### src/rtl/core.sv
// Shared definitions for the CPU MMIO timer: address type, register offsets,
// control-register layout, AXI response codes and a byte-lane merge helper.
package core;

  typedef logic [31:0] word_t;

  localparam word_t MMIO_BASE = 32'h4000_0000;

  typedef enum logic [4:0] {
    REG_MTIME_LO = 5'h00,
    REG_MTIME_HI = 5'h04,
    REG_CMP_LO   = 5'h08,
    REG_CMP_HI   = 5'h0C,
    REG_CTRL     = 5'h10,
    REG_PRESCALE = 5'h14
  } timer_reg_t;

  typedef struct packed {
    logic pend;
    logic ie;
    logic en;
  } ctrl_reg_t;

  localparam logic [1:0] RESP_OKAY   = 2'b00;
  localparam logic [1:0] RESP_SLVERR = 2'b10;

  function automatic word_t merge_bytes(word_t old_val, word_t new_val, logic [3:0] strb);
    word_t r;
    r = old_val;
    for (int i = 0; i < 4; i++) begin
      if (strb[i]) r[8*i +: 8] = new_val[8*i +: 8];
    end
    return r;
  endfunction

endpackage

### src/rtl/axi.sv
// AXI4-Lite channel bundle, 32-bit data; master drives valids, slave drives readies.
interface axi;
  import core::*;

  word_t       awaddr;
  logic        awvalid;
  logic        awready;
  word_t       wdata;
  logic [3:0]  wstrb;
  logic        wvalid;
  logic        wready;
  logic [1:0]  bresp;
  logic        bvalid;
  logic        bready;
  word_t       araddr;
  logic        arvalid;
  logic        arready;
  word_t       rdata;
  logic [1:0]  rresp;
  logic        rvalid;
  logic        rready;

  modport master (
    output awaddr, awvalid, wdata, wstrb, wvalid, bready, araddr, arvalid, rready,
    input  awready, wready, bresp, bvalid, arready, rdata, rresp, rvalid
  );

  modport slave (
    input  awaddr, awvalid, wdata, wstrb, wvalid, bready, araddr, arvalid, rready,
    output awready, wready, bresp, bvalid, arready, rdata, rresp, rvalid
  );

endinterface

### src/rtl/axil_slave_if.sv
// AXI4-Lite responder FSMs flattened to a register strobe port. Write applies on the
// last AW/W handshake, B follows next cycle; read data registered 1 cycle after AR.
module axil_slave_if
  import core::*;
(
  input  logic       aclk,
  input  logic       aresetn,
  axi.slave          bus,
  output logic       wr_en,
  output word_t      wr_addr,
  output word_t      wr_data,
  output logic [3:0] wr_strb,
  input  logic       wr_err,
  output logic       rd_en,
  output word_t      rd_addr,
  input  word_t      rd_data,
  input  logic       rd_err
);

  typedef enum logic [1:0] {W_IDLE, W_ADDR, W_DATA, W_RESP} wstate_t;
  typedef enum logic {R_IDLE, R_RESP} rstate_t;

  wstate_t    wstate_q, wstate_d;
  rstate_t    rstate_q, rstate_d;
  word_t      awaddr_q, awaddr_d;
  word_t      wdata_q, wdata_d;
  logic [3:0] wstrb_q, wstrb_d;
  logic [1:0] bresp_q, bresp_d;
  word_t      rdata_q, rdata_d;
  logic [1:0] rresp_q, rresp_d;

  always_comb begin
    wstate_d    = wstate_q;
    awaddr_d    = awaddr_q;
    wdata_d     = wdata_q;
    wstrb_d     = wstrb_q;
    bresp_d     = bresp_q;
    wr_en       = 1'b0;
    wr_addr     = awaddr_q;
    wr_data     = wdata_q;
    wr_strb     = wstrb_q;
    bus.awready = 1'b0;
    bus.wready  = 1'b0;
    case (wstate_q)
      W_IDLE: begin
        // Readies are held low while reset is asserted.
        bus.awready = aresetn;
        bus.wready  = aresetn;
        if (bus.awvalid && bus.wvalid) begin
          wr_en     = 1'b1;
          wr_addr   = bus.awaddr;
          wr_data   = bus.wdata;
          wr_strb   = bus.wstrb;
          wstate_d  = W_RESP;
        end else if (bus.awvalid) begin
          awaddr_d  = bus.awaddr;
          wstate_d  = W_ADDR;
        end else if (bus.wvalid) begin
          wdata_d   = bus.wdata;
          wstrb_d   = bus.wstrb;
          wstate_d  = W_DATA;
        end
      end
      W_ADDR: begin
        bus.wready = 1'b1;
        if (bus.wvalid) begin
          wr_en    = 1'b1;
          wr_data  = bus.wdata;
          wr_strb  = bus.wstrb;
          wstate_d = W_RESP;
        end
      end
      W_DATA: begin
        bus.awready = 1'b1;
        if (bus.awvalid) begin
          wr_en    = 1'b1;
          wr_addr  = bus.awaddr;
          wstate_d = W_RESP;
        end
      end
      W_RESP: begin
        if (bus.bready) wstate_d = W_IDLE;
      end
      default: wstate_d = W_IDLE;
    endcase
    if (wr_en) bresp_d = wr_err ? RESP_SLVERR : RESP_OKAY;
  end

  assign bus.bvalid = (wstate_q == W_RESP);
  assign bus.bresp  = bresp_q;

  always_comb begin
    rstate_d    = rstate_q;
    rdata_d     = rdata_q;
    rresp_d     = rresp_q;
    rd_en       = 1'b0;
    rd_addr     = bus.araddr;
    bus.arready = 1'b0;
    case (rstate_q)
      R_IDLE: begin
        bus.arready = aresetn;
        if (bus.arvalid && aresetn) begin
          rd_en    = 1'b1;
          rdata_d  = rd_err ? '0 : rd_data;
          rresp_d  = rd_err ? RESP_SLVERR : RESP_OKAY;
          rstate_d = R_RESP;
        end
      end
      R_RESP: begin
        if (bus.rready) rstate_d = R_IDLE;
      end
      default: rstate_d = R_IDLE;
    endcase
  end

  assign bus.rvalid = (rstate_q == R_RESP);
  assign bus.rdata  = rdata_q;
  assign bus.rresp  = rresp_q;

  always_ff @(posedge aclk or negedge aresetn) begin
    if (!aresetn) begin
      wstate_q <= W_IDLE;
      rstate_q <= R_IDLE;
      awaddr_q <= '0;
      wdata_q  <= '0;
      wstrb_q  <= '0;
      bresp_q  <= RESP_OKAY;
      rdata_q  <= '0;
      rresp_q  <= RESP_OKAY;
    end else begin
      wstate_q <= wstate_d;
      rstate_q <= rstate_d;
      awaddr_q <= awaddr_d;
      wdata_q  <= wdata_d;
      wstrb_q  <= wstrb_d;
      bresp_q  <= bresp_d;
      rdata_q  <= rdata_d;
      rresp_q  <= rresp_d;
    end
  end

endmodule

### src/rtl/mmio_timer.sv
// 64-bit prescaled timer with compare interrupt behind an AXI4-Lite port.
// irq is registered one cycle behind the compare; bus backpressure lives in axil_slave_if.
module mmio_timer
  import core::*;
#(
  parameter int unsigned ADDR_BITS      = 5,
  parameter int unsigned PRESCALE_RESET = 0
) (
  input  logic aclk,
  input  logic aresetn,
  axi.slave    bus,
  output logic irq
);

  localparam word_t OFF_MASK = word_t'((64'd1 << ADDR_BITS) - 64'd1);
  localparam word_t LAST_OFF = 32'h14;

  function automatic logic addr_err(word_t a);
    word_t off;
    off = a & OFF_MASK;
    return (off[1:0] != 2'b00) || (off > LAST_OFF);
  endfunction

  logic        wr_en, wr_err, rd_en, rd_err;
  word_t       wr_addr, wr_data, rd_addr, rd_data;
  logic [3:0]  wr_strb;

  logic [63:0] mtime_q, mtime_d, cmp_q, cmp_d;
  logic        en_q, en_d, ie_q, ie_d, irq_q;
  logic [15:0] prescale_q, prescale_d, pcnt_q, pcnt_d;
  logic        pend, tick, wr_ok;
  ctrl_reg_t   ctrl_rd;

  axil_slave_if u_axil (
    .aclk    (aclk),
    .aresetn (aresetn),
    .bus     (bus),
    .wr_en   (wr_en),
    .wr_addr (wr_addr),
    .wr_data (wr_data),
    .wr_strb (wr_strb),
    .wr_err  (wr_err),
    .rd_en   (rd_en),
    .rd_addr (rd_addr),
    .rd_data (rd_data),
    .rd_err  (rd_err)
  );

  assign wr_err  = addr_err(wr_addr);
  assign rd_err  = addr_err(rd_addr);
  assign pend    = (mtime_q >= cmp_q);
  assign ctrl_rd = '{pend: pend, ie: ie_q, en: en_q};
  assign irq     = irq_q;
  // >= rather than == so lowering PRESCALE below the running count cannot stall the timer.
  assign tick    = en_q && (pcnt_q >= prescale_q);
  assign wr_ok   = wr_en && !wr_err && (wr_strb != 4'd0);

  always_comb begin
    rd_data = '0;
    if (rd_en && !rd_err) begin
      case (timer_reg_t'(rd_addr[4:0]))
        REG_MTIME_LO: rd_data = mtime_q[31:0];
        REG_MTIME_HI: rd_data = mtime_q[63:32];
        REG_CMP_LO:   rd_data = cmp_q[31:0];
        REG_CMP_HI:   rd_data = cmp_q[63:32];
        REG_CTRL:     rd_data = {29'd0, ctrl_rd};
        REG_PRESCALE: rd_data = {16'd0, prescale_q};
        default:      rd_data = '0;
      endcase
    end
  end

  always_comb begin
    mtime_d    = tick ? mtime_q + 64'd1 : mtime_q;
    pcnt_d     = tick ? 16'd0 : (en_q ? pcnt_q + 16'd1 : pcnt_q);
    cmp_d      = cmp_q;
    en_d       = en_q;
    ie_d       = ie_q;
    prescale_d = prescale_q;
    if (wr_ok) begin
      // An mtime write starts from the un-incremented value, so that cycle's tick is lost.
      case (timer_reg_t'(wr_addr[4:0]))
        REG_MTIME_LO: begin
          mtime_d = {mtime_q[63:32], merge_bytes(mtime_q[31:0], wr_data, wr_strb)};
          pcnt_d  = 16'd0;
        end
        REG_MTIME_HI: begin
          mtime_d = {merge_bytes(mtime_q[63:32], wr_data, wr_strb), mtime_q[31:0]};
          pcnt_d  = 16'd0;
        end
        REG_CMP_LO: cmp_d = {cmp_q[63:32], merge_bytes(cmp_q[31:0], wr_data, wr_strb)};
        REG_CMP_HI: cmp_d = {merge_bytes(cmp_q[63:32], wr_data, wr_strb), cmp_q[31:0]};
        REG_CTRL: begin
          if (wr_strb[0]) begin
            en_d = wr_data[0];
            ie_d = wr_data[1];
          end
        end
        REG_PRESCALE: begin
          if (wr_strb[0]) prescale_d[7:0]  = wr_data[7:0];
          if (wr_strb[1]) prescale_d[15:8] = wr_data[15:8];
        end
        default: ;
      endcase
    end
  end

  always_ff @(posedge aclk or negedge aresetn) begin
    if (!aresetn) begin
      mtime_q    <= '0;
      cmp_q      <= '1;
      en_q       <= 1'b0;
      ie_q       <= 1'b0;
      prescale_q <= 16'(PRESCALE_RESET);
      pcnt_q     <= '0;
      irq_q      <= 1'b0;
    end else begin
      mtime_q    <= mtime_d;
      cmp_q      <= cmp_d;
      en_q       <= en_d;
      ie_q       <= ie_d;
      prescale_q <= prescale_d;
      pcnt_q     <= pcnt_d;
      irq_q      <= pend & ie_q;
    end
  end

endmodule

### src/flat_wrapper.sv
// flat-port wrapper written by rule: the top's interface ports become plain ports
module mmio_timer_flat import core::*;
#(
  parameter int unsigned ADDR_BITS      = 5,
  parameter int unsigned PRESCALE_RESET = 0
)
  (aclk, aresetn, irq, bus_awaddr, bus_awvalid, bus_wdata, bus_wstrb, bus_wvalid, bus_bready, bus_araddr, bus_arvalid, bus_rready, bus_awready, bus_wready, bus_bresp, bus_bvalid, bus_arready, bus_rdata, bus_rresp, bus_rvalid);
  axi bus_i ();
  input  logic aclk;
  input  logic aresetn;
  output logic irq;
  input wire logic [$bits(bus_i.awaddr)-1:0] bus_awaddr;
  input wire logic [$bits(bus_i.awvalid)-1:0] bus_awvalid;
  input wire logic [$bits(bus_i.wdata)-1:0] bus_wdata;
  input wire logic [$bits(bus_i.wstrb)-1:0] bus_wstrb;
  input wire logic [$bits(bus_i.wvalid)-1:0] bus_wvalid;
  input wire logic [$bits(bus_i.bready)-1:0] bus_bready;
  input wire logic [$bits(bus_i.araddr)-1:0] bus_araddr;
  input wire logic [$bits(bus_i.arvalid)-1:0] bus_arvalid;
  input wire logic [$bits(bus_i.rready)-1:0] bus_rready;
  output wire logic [$bits(bus_i.awready)-1:0] bus_awready;
  output wire logic [$bits(bus_i.wready)-1:0] bus_wready;
  output wire logic [$bits(bus_i.bresp)-1:0] bus_bresp;
  output wire logic [$bits(bus_i.bvalid)-1:0] bus_bvalid;
  output wire logic [$bits(bus_i.arready)-1:0] bus_arready;
  output wire logic [$bits(bus_i.rdata)-1:0] bus_rdata;
  output wire logic [$bits(bus_i.rresp)-1:0] bus_rresp;
  output wire logic [$bits(bus_i.rvalid)-1:0] bus_rvalid;
  assign bus_i.awaddr = bus_awaddr;
  assign bus_i.awvalid = bus_awvalid;
  assign bus_i.wdata = bus_wdata;
  assign bus_i.wstrb = bus_wstrb;
  assign bus_i.wvalid = bus_wvalid;
  assign bus_i.bready = bus_bready;
  assign bus_i.araddr = bus_araddr;
  assign bus_i.arvalid = bus_arvalid;
  assign bus_i.rready = bus_rready;
  assign bus_awready = bus_i.awready;
  assign bus_wready = bus_i.wready;
  assign bus_bresp = bus_i.bresp;
  assign bus_bvalid = bus_i.bvalid;
  assign bus_arready = bus_i.arready;
  assign bus_rdata = bus_i.rdata;
  assign bus_rresp = bus_i.rresp;
  assign bus_rvalid = bus_i.rvalid;
  mmio_timer #(.ADDR_BITS(ADDR_BITS), .PRESCALE_RESET(PRESCALE_RESET)) u_core (.aclk(aclk), .aresetn(aresetn), .bus(bus_i), .irq(irq));
endmodule
### config.mk
export PLATFORM = sky130hd
export DESIGN_NAME = mmio_timer_flat
export DESIGN_NICKNAME = d
export VERILOG_FILES = /design/src/rtl/core.sv /design/src/rtl/axi.sv /design/src/rtl/axil_slave_if.sv /design/src/rtl/mmio_timer.sv /design/src/flat_wrapper.sv
export SDC_FILE = /design/constraint.sdc
export NUM_CORES = 1
export LEC_CHECK = 0
export ABC_AREA = 1
export CORE_UTILIZATION = 30
export CTS_BUF_LIST = sky130_fd_sc_hd__clkbuf_2 sky130_fd_sc_hd__clkbuf_4 sky130_fd_sc_hd__clkbuf_8
export CTS_CLUSTER_DIAMETER = 30
export CTS_CLUSTER_SIZE = 8
export DETAILED_ROUTE_END_ITERATION = 8
export GPL_TIMING_DRIVEN = 0
export HOLD_SLACK_MARGIN = 0.12
export PLACE_DENSITY = 0.43
export SETUP_SLACK_MARGIN = 0.3
export SLEW_MARGIN = 30
export SYNTH_ARGS = -nofsm -noshare
export SYNTH_HDL_FRONTEND = slang
export SYNTH_SLANG_ARGS = --single-unit
### constraint.sdc
create_clock -name aclk -period 4.45 [get_ports aclk]
set_input_delay 0.89 -clock aclk [delete_from_list [all_inputs] [get_ports aclk]]
set_output_delay 0.89 -clock aclk [all_outputs]
set_load 0.02 [all_outputs]
**Word level (Yosys, flattened, before mapping)**

Index checks and enable logic that the tools add are counted.

- Memories: 0
- Latch bits: 0
- Memory bits (read-only): 0
- Register bits after elaboration: 270
- Logic and storage cells: 153
- RAM bits: 0

- Magnitude comparators: 4
- Reductions and logical operators: 40
- Div/mod/pow operators: 0
- Multiply operators: 0
- Shifts and indexed selects: 0
- Eq/ne operators: 27
- Bitwise gates (word level): 6
- Mux-type cells: 44
- $add $sub $neg: 2

Operators by type and width:

| cell | number |
|---|---|
| $pmux 64 s2 | 2 |
| $pmux 32 s6 | 1 |
| $mux 32 | 5 |
| $mux 64 | 2 |
| $add 64x1->64 const B | 1 |
| $ge 64x64->1 | 1 |
| $mux 16 | 4 |
| $pmux 32 s2 | 1 |
| $reduce_and 4->1 | 9 |
| $mux 8 | 4 |
| $ne 3x2->1 const B | 8 |
| $eq 5x4->1 const B | 4 |
| $eq 5x5->1 const B | 4 |
| $reduce_and 2->1 | 10 |
| $add 16x1->16 const B | 1 |
| $ge 16x16->1 | 1 |
| $mux 2 | 8 |
| $reduce_and 3->1 | 4 |
| $eq 5x3->1 const B | 2 |
| $gt 5x5->1 const B | 2 |
| $logic_not 5->1 | 2 |
| $ne 2x2->1 const B | 5 |
| $pmux 5 s2 | 1 |
| $mux 4 | 2 |
| other kinds (18) | 39 |

**Logic depth before layout (Yosys ltp)**

Gate-level depths: netlist (run 1).

- Word-level depth: 10
- Depth in mapped cells: 19
- Depth with buffers taken out: 19

**Cells and area by module**

Synthesis (run 1) repeated with hierarchy kept, for this count alone.

- Cells, all modules: 3,086
- Area total of the unflattened synthesis: 20,101.8 µm²

By module, submodules not included:

| module | instances | sequential area each (µm²) | cells an instance | area an instance (µm²) |
|---|---|---|---|---|
| mmio_timer | 1 | 4,159.0 | 1,820 | 12,341.8 |
| axil_slave_if | 1 | 2,627.5 | 1,266 | 7,759.9 |

**Least setup slack after synthesis (run 1)**

No wires, ideal clock.

- Path kind: input port to flip-flop
- Start: input bus_awvalid
- End: register u_core.mtime_q[31]
- Data required time: 4.332 ns
- Data arrival time: 2.354 ns
- Stages on the path: 14
- Slack: 1.978 ns
- Cell sequence: nand2_2 nand2_2 o21ai_1 nand2_1 nand3_1 nor2_1 nand2_1 nand3_2 buf_4 buf_2 nand2_1 nand2_1 nand2_1 nand2_1

- Word-level cells in the longest chain between the ends: 10

Ends and longest elaborated chain:

| element | line | text |
|---|---|---|
| start, declared | flat_wrapper.sv:13 | `input wire logic [$bits(bus_i.awvalid)-1:0] bus_awvalid;` |
| $logic_and 1x1->1 | axil_slave_if.sv:49 | `if (bus.awvalid && bus.wvalid) begin` |
| $mux 5 | axil_slave_if.sv:49 |  |
| $pmux 5 s2 | axil_slave_if.sv:44 | `case (wstate_q)` |
| $gt 5x5->1 or $reduce_bool 2->1 (tied branches) | mmio_timer.sv:21 | `return (off[1:0] != 2'b00) \|\| (off > LAST_OFF);` |
| $logic_or 1x1->1 | mmio_timer.sv:21 |  |
| $logic_not 1->1 | mmio_timer.sv:56 | `assign wr_ok = wr_en && !wr_err && (wr_strb != 4'd0);` |
| $logic_and 1x1->1 (2 in series) | mmio_timer.sv:56 |  |
| $ne 3x2->1 (no line) or $ne 2x2->1 (tied branches) | -- |  |
| $reduce_and 2->1 (no line) | -- |  |
| end signal, assigned | mmio_timer.sv:118 | `mtime_q <= mtime_d;` |
| end, declared | mmio_timer.sv:28 | `logic [63:0] mtime_q, mtime_d, cmp_q, cmp_d;` |

Several ways; a longest one is shown, not always the timed one. The select of a mux whose other input is x is not followed.
A chain may end at the register's enable or synchronous reset.

**Final worst setup path (run 1)**

- Start: register u_core.u_axil.wstate_q[1]
- End: output bus_wready

- Word-level cells in the longest chain between the ends: 2

Ends and longest elaborated chain:

| element | line | text |
|---|---|---|
| start, declared | axil_slave_if.sv:23 | `wstate_t wstate_q, wstate_d;` |
| start signal, assigned | axil_slave_if.sv:131 | `wstate_q <= wstate_d;` |
| $eq 2x1->1 or $logic_not 2->1 (tied branches) | axil_slave_if.sv:44 |  |
| $pmux 1 s2 (*) | axil_slave_if.sv:44 |  |
| end, declared | flat_wrapper.sv:22 | `output wire logic [$bits(bus_i.wready)-1:0] bus_wready;` |

Mark *: on every way between the ends. The rest lies on a longest branch, timed or not.

==> results by group, run 1 <==
Floorplanning
  – DIE WIDTH: 241.1 um
  – Die Y: 241.1 um
  – Initial Utilization: 30.42%
  – Site Rows: 87
  – Ports: 149
  – Die area: 58,140 um2
  – Core region area: roughly 56,000 um2

Global routing
  – First-pass GRT wire length: approximately 110,000 um
  – Vias in the first global route: about 18,000
  – GRT Total Usage: 25.70%
  – Initial antenna violation count: 1
  – Total grt overflow: 0
  – Maximum number of pins on one net before global-route repair: 78

Clock tree
  – CTS sink count: between 200 and 250
  – Clock Tree Buf Depth: 3
  – CTS tree: built
  – TritonCTS Buffers: between 80 and 90
  – H-tree depth: 3
  – Clock latency on the worst-skew pair: 0.68 ns
  – Clock transition at the registers of the reported paths: ~0.050 ns
  – Root buffer cell: clkbuf_8

Final layout
  – Fin cells: around 3,600
  – Synth-to-Final Area Change: 23.69%
  – Multi-input logic area: 9567 um2
  – Layout fillers: between 6,000 and 7,000
  – N_diodes: 0
  – Storage cell area: 6111 um2
  – Design Area, Final: 21,220 um2
  – Fraction of layout cells with a size suffix above 1: between 10% and 20%
  – Layout Nets: approximately 3,000

STA
  – Worst slew pin tran: 1.033 ns
  – Max Fclk: around 260 MHz
  – Shortest period the worst path allows: 3.871 ns
  – # setup viols final: 0
  – Max_slew headroom: ~31%
  – Setup WS post-layout: 0.5791 ns
  – Final Cycle Share: between 80% and 90%
  – Hold Fails Final Rpt: 0
  – RSZ-0062 raised after global routing: no
  – Final Hold Slack: 0.4614 ns
  – Final Slew Violations: 0
  – Fin Clk Skew: 0.04845 ns

Pwr
  – Sequential share of power: 27.3%
  – Total power: about 14 mW
  – Switching share of power: 44.57%
  – Clock network power share: 32.1%
  – Leakage: 9.695 nW
  – IR Drop Worst-Case VDD: 0.3317 mV
  – Combinational power share: 40.5%
  – Pwr per Cell Area: around 640 nW/um2
  – Cell internal pwr: 7.492 mW
  – Switching pwr: 6.025 mW

Placed design
  – Worst slack at placement: 0.4250 ns
  – Hpwl dp: 57,490 um
  – Dpl cells: 3,418
  – Placed Area: 19,140 um2
  – RD Place Congestion: around 1.0
  – Buffers added on ports: 92

Setup path
  – Worst Path Buf+Inv: 5
  – Cell mode on critical path: inv_1
  – Critical-path maximum fanout: 10
  – Worst Setup Start Kind: register
  – Worst EP required: around 3.6 ns
  – Slowest cell on the critical path: clkdlybuf4s50_1
  – Critical path endpoint category: output port
  – Crit path DAT: 2.98 ns
  – Critical path's largest stage delay: 0.65 ns
  – Setup CP Type: reg2out
  – CP delay by family, top: buffers and inverters
  – Sequence of cells on the critical path: inv_1 > ha_1 > clkbuf_1 > clkbuf_2 > inv_1 > o21ai_0 > clkdlybuf4s50_1

Drt
  – Via density: 5.009
  – Antenna Violating Nets Remaining: 0
  – DRC Markers: 0
  – Drt pass-1 iters: 8
  – 1st-iter DRT viols: 1,369
  – WL per Instance: 20.53 um
  – Via count: 17,896
  – Routed WL: roughly 73,000 um

Yosys
  – Seq/Total Area, Yosys: 35.63%
  – Synth warnings: 0
  – Mapped Area: 17,150 um2
  – Synthesized instance count: 2,566
  – Seq cells post-synth: 241
  – Netlist cell types: 45
  – Avg Synthesized Cell Area: 6.685 um2

Status
  – Status: completed

Run
  – Maxcap violations: 0

Hold path
  – Min-Delay Path Class: reg2reg
## worst register-to-register path, delay by kind of cell, from the launching register on
kind / cells / cell delay, ns
simple gates: 1 / 0.15
flops: 1 / 0.41
buf+inv: 4 / 0.94
compound gates: 3 / 1.33
fa+ha+maj: 1 / 0.30
## metal layers
metal / routed length (um) / up-vias / track usage, %
li1: - / 8642 / -
met1: 33800 / 8527 / 35.32
met2: 33170 / 606 / 40.71
met3: 4208 / 121 / 3.935
met4: 2195 / 0 / 9.168
met5: 0 / - / 0
## final cells by class
class	instances	area share, %
timing repair buffer	96	4.800
multi-input combinational	1944	45.09
inverter	290	5.142
sequential	241	28.80
clock buffer	112	7.000
tap	756	4.458
buffer	92	1.976
clock inverter	42	2.730
## timing repair
item                                   4_1_cts  5_1_grt
buffers inserted                             0        0
endpoints found under the hold margin       25        0
hold buffers                                 1        0
resized for setup                            0        1
setup endpoints to repair                    0        1
## Yosys cell counts, drive strengths merged
cell type | instances | area [um2]
nand2 | 969 | 3662
nand3b | 1 | 7.510
o31ai | 13 | 97.59
dfrtp | 177 | 4429
xnor2 | 5 | 43.79
nand4 | 26 | 162.7
a21oi | 79 | 406.6
a31oi | 4 | 46.29
o221ai | 11 | 96.34
o21bai | 20 | 150.1
a22oi | 4 | 30.03
buf | 39 | 219.0
o21ai | 263 | 1324
dfstp | 64 | 1682
and3 | 1 | 11.26
o22ai | 64 | 400.4
inv | 290 | 1091
a21o | 2 | 15.01
xor2 | 47 | 411.6
ha | 86 | 1076
nor2 | 215 | 827.0
nand3 | 95 | 528.0
nor3 | 31 | 188.9
conb | 1 | 3.750
and2 | 1 | 6.260
nor3b | 3 | 22.52
clkbuf | 53 | 198.9
o21a | 2 | 15.01
## flip-flops by register name, summed over array words and instances (netlist names)
register / cells
u_core.en_q: 1
u_core.u_axil.wstate_q: 2
u_core.irq: 1
u_core.u_axil.bus.bresp: 1
u_core.cmp_q: 64
u_core.u_axil.bus.rresp: 1
u_core.pcnt_q: 16
u_core.u_axil.bus.rvalid: 1
u_core.u_axil.wdata_q: 32
u_core.ie_q: 1
u_core.mtime_q: 64
u_core.u_axil.bus.rdata: 32
u_core.prescale_q: 16
u_core.u_axil.awaddr_q: 5
u_core.u_axil.wstrb_q: 4
## power by group through the flow
stage	clock network (mW)	registers, mW	logic [mW]
after global routing	4.57	3.76	6.16
after detailed placement	0	3.69	5.45
after CTS	4.44	3.67	5.48
after global placement	0	3.69	5.36
final	4.34	3.70	5.48
after floorplan	0	3.39	3.49
## final timing paths
kind	from	end	slack, ns	cells past startpoint
min	u_core.cmp_q[29]$_DFFE_PN1P_	u_core.cmp_q[29]$_DFFE_PN1P_	0.46	2
max	u_core.u_axil.wstate_q[1]$_DFFE_PN0P_	bus_wready	0.58	7
min reg2reg	u_core.cmp_q[29]$_DFFE_PN1P_	u_core.cmp_q[29]$_DFFE_PN1P_	0.46	2
max reg2reg	u_core.u_axil.wstate_q[0]$_DFFE_PN0P_	u_core.prescale_q[0]$_DFFE_PN0P_	1.25	9
max in group asynchronous	aresetn	u_core.cmp_q[16]$_DFFE_PN1P_	2.59	4
min in group asynchronous	aresetn	u_core.u_axil.wdata_q[5]$_DFFE_PN0P_	0.70	2
## cells by family (layout without fill, tap and decap cells)
family                     count (synthesis)  after routing  share of synthesized area (%)
buffers and inverters                    382            632                          8.797
xor gates and xnor gates                  52             52                          2.655
DFF                                      241            241                          35.63
adders and majority gates                 86             86                          6.273
other                                      1              2                        0.02186
AOI/OAI and AO/OA                        462            462                          15.05
and+or+nand+nor                         1342           1342                          31.58
## layout by cell type (no fill, tap or decap), types with 9 or more instances in the layout
cell               n
a21oi_1           78
buf_1              9
buf_2             16
buf_4             12
bufinv_16         13
clkbuf_1          53
clkbuf_4           9
clkbuf_8         103
clkdlybuf4s50_1   91
clkinv_2          15
clkinvlp_4        13
dfrtp_1          177
dfstp_2           64
ha_1              86
inv_1            283
nand2_1          961
nand3_1           86
nand4_1           26
nor2_1           211
nor3_1            27
o21ai_0          208
o21ai_1           53
o21bai_1          20
o22ai_1           64
o31ai_1           13
xor2_1            47
## metrics by stage
stage | setup TNS [ns] | utilization, %
2_1_floorplan | 0 | -
3_3_place_gp | -2310.92 | 33.74
3_5_place_dp | 0 | 33.95
4_1_cts | 0 | 37.62
5_1_grt | 0 | 37.63
6_report | 0 | 37.63
Note: power is estimated with default switching activity, not from simulation.
==> run 2, diff against run 1 <==
Settings changed: SETUP_SLACK_MARGIN 0.3 to default, SLEW_MARGIN 30 to 10.
==> results by group, run 2 (synthesized netlist as in run 1, its figures left out) <==
Setup path
  – Critical-path maximum fanout: 10
  – Crit path DAT: 3.18 ns
  – Reg2reg setup slack: 1.15 ns
  – Worst R2R Start: u_core.u_axil.wstate_q[0]$_DFFE_PN0P_
  – Critical path endpoint: bus_wready
  – Worst r2r path cells: 9
  – Beginning of the critical path: u_core.u_axil.wstate_q[1]$_DFFE_PN0P_
  – Worst Setup Start Kind: register
  – Worst EP required: 3.56 ns
  – Reg2reg end: u_core.prescale_q[5]$_DFFE_PN0P_
  – Setup CP Type: reg2out
  – Critical path endpoint category: output port

Clock tree
  – Clock latency on the worst-skew pair: 0.68 ns
  – CTS tree: built
  – Root buffer cell: clkbuf_8
  – TritonCTS Buffers: 83
  – Clock Tree Buf Depth: 3
  – # Post-CTS Setup Buffers: 0
  – H-tree depth: 3
  – Clock transition at the registers of the reported paths: 0.04 ns
  – CTS sink count: roughly 240
  – # hold bufs at CTS: 0
  – Post-cts sizing count: 0

STA
  – Worst slew pin tran: 1.308 ns
  – Final Slew Violations: 0
  – Fin Clk Skew: 0.03637 ns
  – Hold Fails Final Rpt: 0
  – Final Cycle Share: 91.35%
  – Max_slew headroom: between 10% and 20%
  – RSZ-0062 raised after global routing: no
  – Shortest period the worst path allows: 4.065 ns
  – Max Fclk: 246.0 MHz
  – # setup viols final: 0

Hold path
  – Min-Delay Path Class: in2async

Floorplanning
  – Site Rows: 87
  – Initial Utilization: 30.42%
  – Ports: 149
  – Die area: 58,140 um2
  – DIE WIDTH: 241.1 um
  – Die Y: about 240 um
  – Core region area: 56,390 um2

Placed design
  – Buffers added on ports: 92
  – Placed Area: about 19,000 um2
  – Hpwl dp: approximately 57,000 um
  – RD Place Congestion: just over 1

Final layout
  – Synth-to-Final Area Change: 22.72%
  – Biggest regs: u_core.cmp_q: 64 flops, u_core.mtime_q: 64 flops
  – Most frequent cells in the layout: 961 x nand2_1, 283 x inv_1, 211 x o21ai_0, 211 x nor2_1, 177 x dfrtp_1
  – Design Area, Final: 21,050 um2
  – Layout Nets: about 2,900
  – Final Util: between 30% and 40%
  – Fraction of layout cells with a size suffix above 1: 10.13%
  – Commonest non-fill, non-tap cell in the layout: nand2_1

Drt
  – Via density: around 5.0
  – Drt pass-1 iters: 6
  – Via count: 17,883
  – 1st-iter DRT viols: 1,457
  – DRC Markers: 0
  – Routed WL: 73,450 um
  – WL per Instance: 20.57 um
  – Antenna Violating Nets Remaining: 0

Pwr
  – IR Drop Worst-Case VDD: 0.3483 mV
  – Total power: about 13 mW
  – Leakage: 9.656 nW
  – Pwr per Cell Area: 631.1 nW/um2

Global routing
  – Vias in the first global route: 17,562
  – First-pass GRT wire length: 109,700 um
  – Initial antenna violation count: 1
  – Maximum number of pins on one net before global-route repair: 99
  – Total grt overflow: 0
  – GRT Total Usage: around a quarter

Status
  – Status: completed

Run
  – Maxcap violations: 0
-- run 2: worst min-delay path by stage --
stage | from | to | slack (ns) | depth (start not counted)
2_1_floorplan | u_core.cmp_q[25]$_DFFE_PN1P_ | u_core.cmp_q[25]$_DFFE_PN1P_ | 0.44 | 2
3_3_place_gp | u_core.cmp_q[25]$_DFFE_PN1P_ | u_core.cmp_q[25]$_DFFE_PN1P_ | 0.45 | 2
3_5_place_dp | u_core.cmp_q[29]$_DFFE_PN1P_ | u_core.cmp_q[29]$_DFFE_PN1P_ | 0.46 | 2
4_1_cts | aresetn | u_core.u_axil.wdata_q[8]$_DFFE_PN0P_ | 0.14 | 1
5_1_grt | aresetn | u_core.u_axil.wdata_q[8]$_DFFE_PN0P_ | 0.19 | 1
6_report | aresetn | u_core.u_axil.wdata_q[5]$_DFFE_PN0P_ | 0.17 | 1
-- run 2: critical path, cell delays in order (launching register included) --
cell             delay [ns]
dfrtp_1                0.40
inv_1                  0.08
ha_1                   0.25
clkbuf_1               0.46
buf_1                  0.50
inv_1                  0.08
o21ai_0                0.10
clkdlybuf4s50_1        0.64
-- run 2: layout make-up --
cell class / count / area (um2)
fillers: 6186 / 35340
multi-input cells: 1944 / 9537
flip-flops and latches: 241 / 6111
clock buffers: 119 / 1506
inverters: 290 / 1091
repair buffers: 94 / 980.9
well taps: 756 / 945.9
clock inverters: 33 / 457.9
plain buffers: 92 / 417.9
diodes: 1 / 2.502
-- run 2: stage by stage --
stage          setup TNS [ns]  std cells  setup slack [ns]  hold WS, ns
2_1_floorplan               0       2567             1.978       0.4426
3_3_place_gp         -2310.92       3415            -10.66       0.4543
3_5_place_dp                0       3417            0.3037       0.4592
4_1_cts                     0       3569            0.3279       0.1394
5_1_grt                     0       3570            0.1607       0.1897
6_report                    0       3570            0.3847       0.1680
-- run 2: power by group --
part	leakage (nW)	internal [mW]	total [mW]	switching, mW
logic	5.68	1.61	5.44	3.83
clock network	1.02	2.76	4.15	1.39
registers	2.96	2.95	3.70	0.750
total	9.66	7.31	13.3	5.97
-- run 2: routing by layer --
layer | wire [um] | global-route usage (%) | share of wire (%)
met2 | 33100 | 40.57 | 45
met3 | 4010 | 4.003 | 5.5
met1 | 33950 | 35.20 | 46
met5 | 0 | 0 | 0
met4 | 2385 | 10.07 | 3.2
==> run 3, diff against run 2 <==
Settings changed: CELL_PAD_IN_SITES_DETAIL_PLACEMENT from default to 1, CELL_PAD_IN_SITES_GLOBAL_PLACEMENT from default to 1, PLACE_DENSITY 0.43 to 0.57.
==> results by group, run 3 (synthesized netlist as in run 1, its figures left out) <==
Status
  – Status: completed

Final layout
  – Layout Nets: 2,935
  – Design Area, Final: 21,000 um2
  – Synth-to-Final Area Change: 22.44%
  – Fin cells: ~3,600
  – Biggest regs: u_core.cmp_q: 64 flops, u_core.mtime_q: 64 flops
  – Final Util: a little under two fifths
  – Fraction of layout cells with a size suffix above 1: 9.975%
  – Most frequent cells in the layout: 961 x nand2_1, 283 x inv_1, 211 x o21ai_0, 211 x nor2_1, 177 x dfrtp_1
  – Commonest non-fill, non-tap cell in the layout: nand2_1

Placed design
  – Placed Area: 19,090 um2
  – RD Place Congestion: 0.9845
  – Hpwl dp: 62,380 um
  – Worst slack at placement: -0.3107 ns
  – Dpl cells: approximately 3,400
  – Buffers added on ports: 92

Clock tree
  – Clock latency on the worst-skew pair: ~0.68 ns
  – CTS sink count: roughly 240
  – Root buffer cell: clkbuf_8
  – TritonCTS Buffers: 79
  – Clock Tree Buf Depth: 3
  – H-tree depth: 3
  – # hold bufs at CTS: 0
  – Post-cts sizing count: 0
  – # Post-CTS Setup Buffers: 0
  – Clock transition at the registers of the reported paths: around 0.050 ns
  – CTS tree: built

STA
  – Final Slew Violations: 0
  – Max Fclk: 240.1 MHz
  – Fin Clk Skew: 0.04368 ns
  – Max_slew headroom: ~6.5%
  – # setup viols final: 0
  – Setup WS post-layout: approximately 0.29 ns
  – Final Cycle Share: between 90% and 100%
  – Worst slew pin tran: 1.402 ns
  – Setup TNS: 0 ns
  – Shortest period the worst path allows: 4.164 ns
  – RSZ-0062 raised after global routing: no
  – Hold Fails Final Rpt: 0

Setup path
  – Critical path endpoint category: register
  – Worst EP required: 5.01 ns
  – Critical path's largest stage delay: around 0.77 ns
  – Worst Setup Start Kind: input pin
  – Slowest cell on the critical path: clkbuf_1
  – Worst R2R Start: u_core.u_axil.wstate_q[0]$_DFFE_PN0P_
  – Setup CP Type: in2reg
  – Sequence of cells on the critical path: buf_8 > buf_16 > inv_1 > nor2_1 > nand2_1 > nor2_1 > clkbuf_1 > o21ai_0 > nand2_1
  – Beginning of the critical path: aresetn
  – Crit path DAT: 4.73 ns
  – Critical-path maximum fanout: 88

Floorplanning
  – DIE WIDTH: 241.1 um
  – Site Rows: 87
  – Ports: 149
  – Die Y: 241.1 um
  – Core region area: approximately 56,000 um2
  – Die area: 58,140 um2
  – Initial Utilization: between 30% and 40%

Global routing
  – Maximum number of pins on one net before global-route repair: 101
  – Initial antenna violation count: 0
  – Total grt overflow: 0
  – Vias in the first global route: about 19,000
  – First-pass GRT wire length: 118,400 um
  – GRT Total Usage: 27.64%

Drt
  – Via density: between 5 and 6
  – 1st-iter DRT viols: 1,299
  – Drt pass-1 iters: 7
  – DRC Markers: 0
  – Routed WL: between 70,000 and 80,000 um
  – Antenna Violating Nets Remaining: 0
  – Via count: ~18,000
  – WL per Instance: 22.13 um

Pwr
  – Leakage: 9.629 nW
  – Switching pwr: around 6 mW
  – IR Drop Worst-Case VDD: 0.3066 mV
  – Switching share of power: 45.81%
  – Pwr per Cell Area: around 640 nW/um2
  – Cell internal pwr: 7.258 mW
  – Clock network power share: 30.5%
  – Combinational power share: 41.7%
  – Sequential share of power: 27.8%

Run
  – Maxcap violations: 0

Hold path
  – Min-Delay Path Class: in2async
## run 3: through the flow
stage / hold WS (ns) / total power [mW]
6_report: 0.1848 / 13.39
5_1_grt: 0.1774 / 14.33
4_1_cts: 0.1438 / 13.47
3_5_place_dp: 0.4647 / 9.298
3_3_place_gp: 0.4538 / 9.097
2_1_floorplan: 0.4426 / 6.885
## run 3: per-layer routing
| metal | GRT usage, % | routed length (um) | vias up |
|---|---|---|---|
| met5 | 0 | 0 | - |
| li1 | - | - | 8626 |
| met2 | 45.45 | 36680 | 380 |
| met1 | 36.87 | 36680 | 8933 |
| met4 | 9.321 | 2566 | 0 |
| met3 | 4.140 | 2978 | 128 |
## run 3: worst paths after layout
kind / endpoint / slack [ns] / cells after the start
min in group aclk: u_core.cmp_q[29]$_DFFE_PN1P_ / 0.47 / 2
min: u_core.u_axil.wdata_q[18]$_DFFE_PN0P_ / 0.18 / 1
max in group asynchronous: u_core.u_axil.wdata_q[13]$_DFFE_PN0P_ / 3.34 / 2
min reg2reg: u_core.cmp_q[29]$_DFFE_PN1P_ / 0.47 / 2
max: u_core.u_axil.bus.rdata[28]$_DFFE_PN0P_ / 0.29 / 9
max reg2reg: u_core.prescale_q[5]$_DFFE_PN0P_ / 0.88 / 9
## run 3: layout make-up
cell class	count	area, um2
Multi-Input combinational cell	1944	9542
Timing Repair Buffer	94	980.9
Tap cell	756	945.9
Fill cell	7279	35390
Inverter	290	1091
Antenna cell	2	5.005
Sequential cell	241	6111
Buffer	92	417.9
Clock inverter	33	452.9
Clock buffer	113	1455
## run 3: critical path: cells and delay by family
kind | cells | cell delay (ns)
buffers and inverters | 4 | 1.77
and+or+nand+nor | 4 | 1.48
AOI/OAI and AO/OA | 1 | 0.35
## run 3: power groups by stage
stage | clock network, mW | registers, mW | logic [mW]
finish | 4.08 | 3.72 | 5.59
global route | 4.27 | 3.79 | 6.27
CTS | 4.16 | 3.70 | 5.61
detailed placement | 0 | 3.73 | 5.57
global placement | 0 | 3.71 | 5.39
floorplan | 0 | 3.39 | 3.49
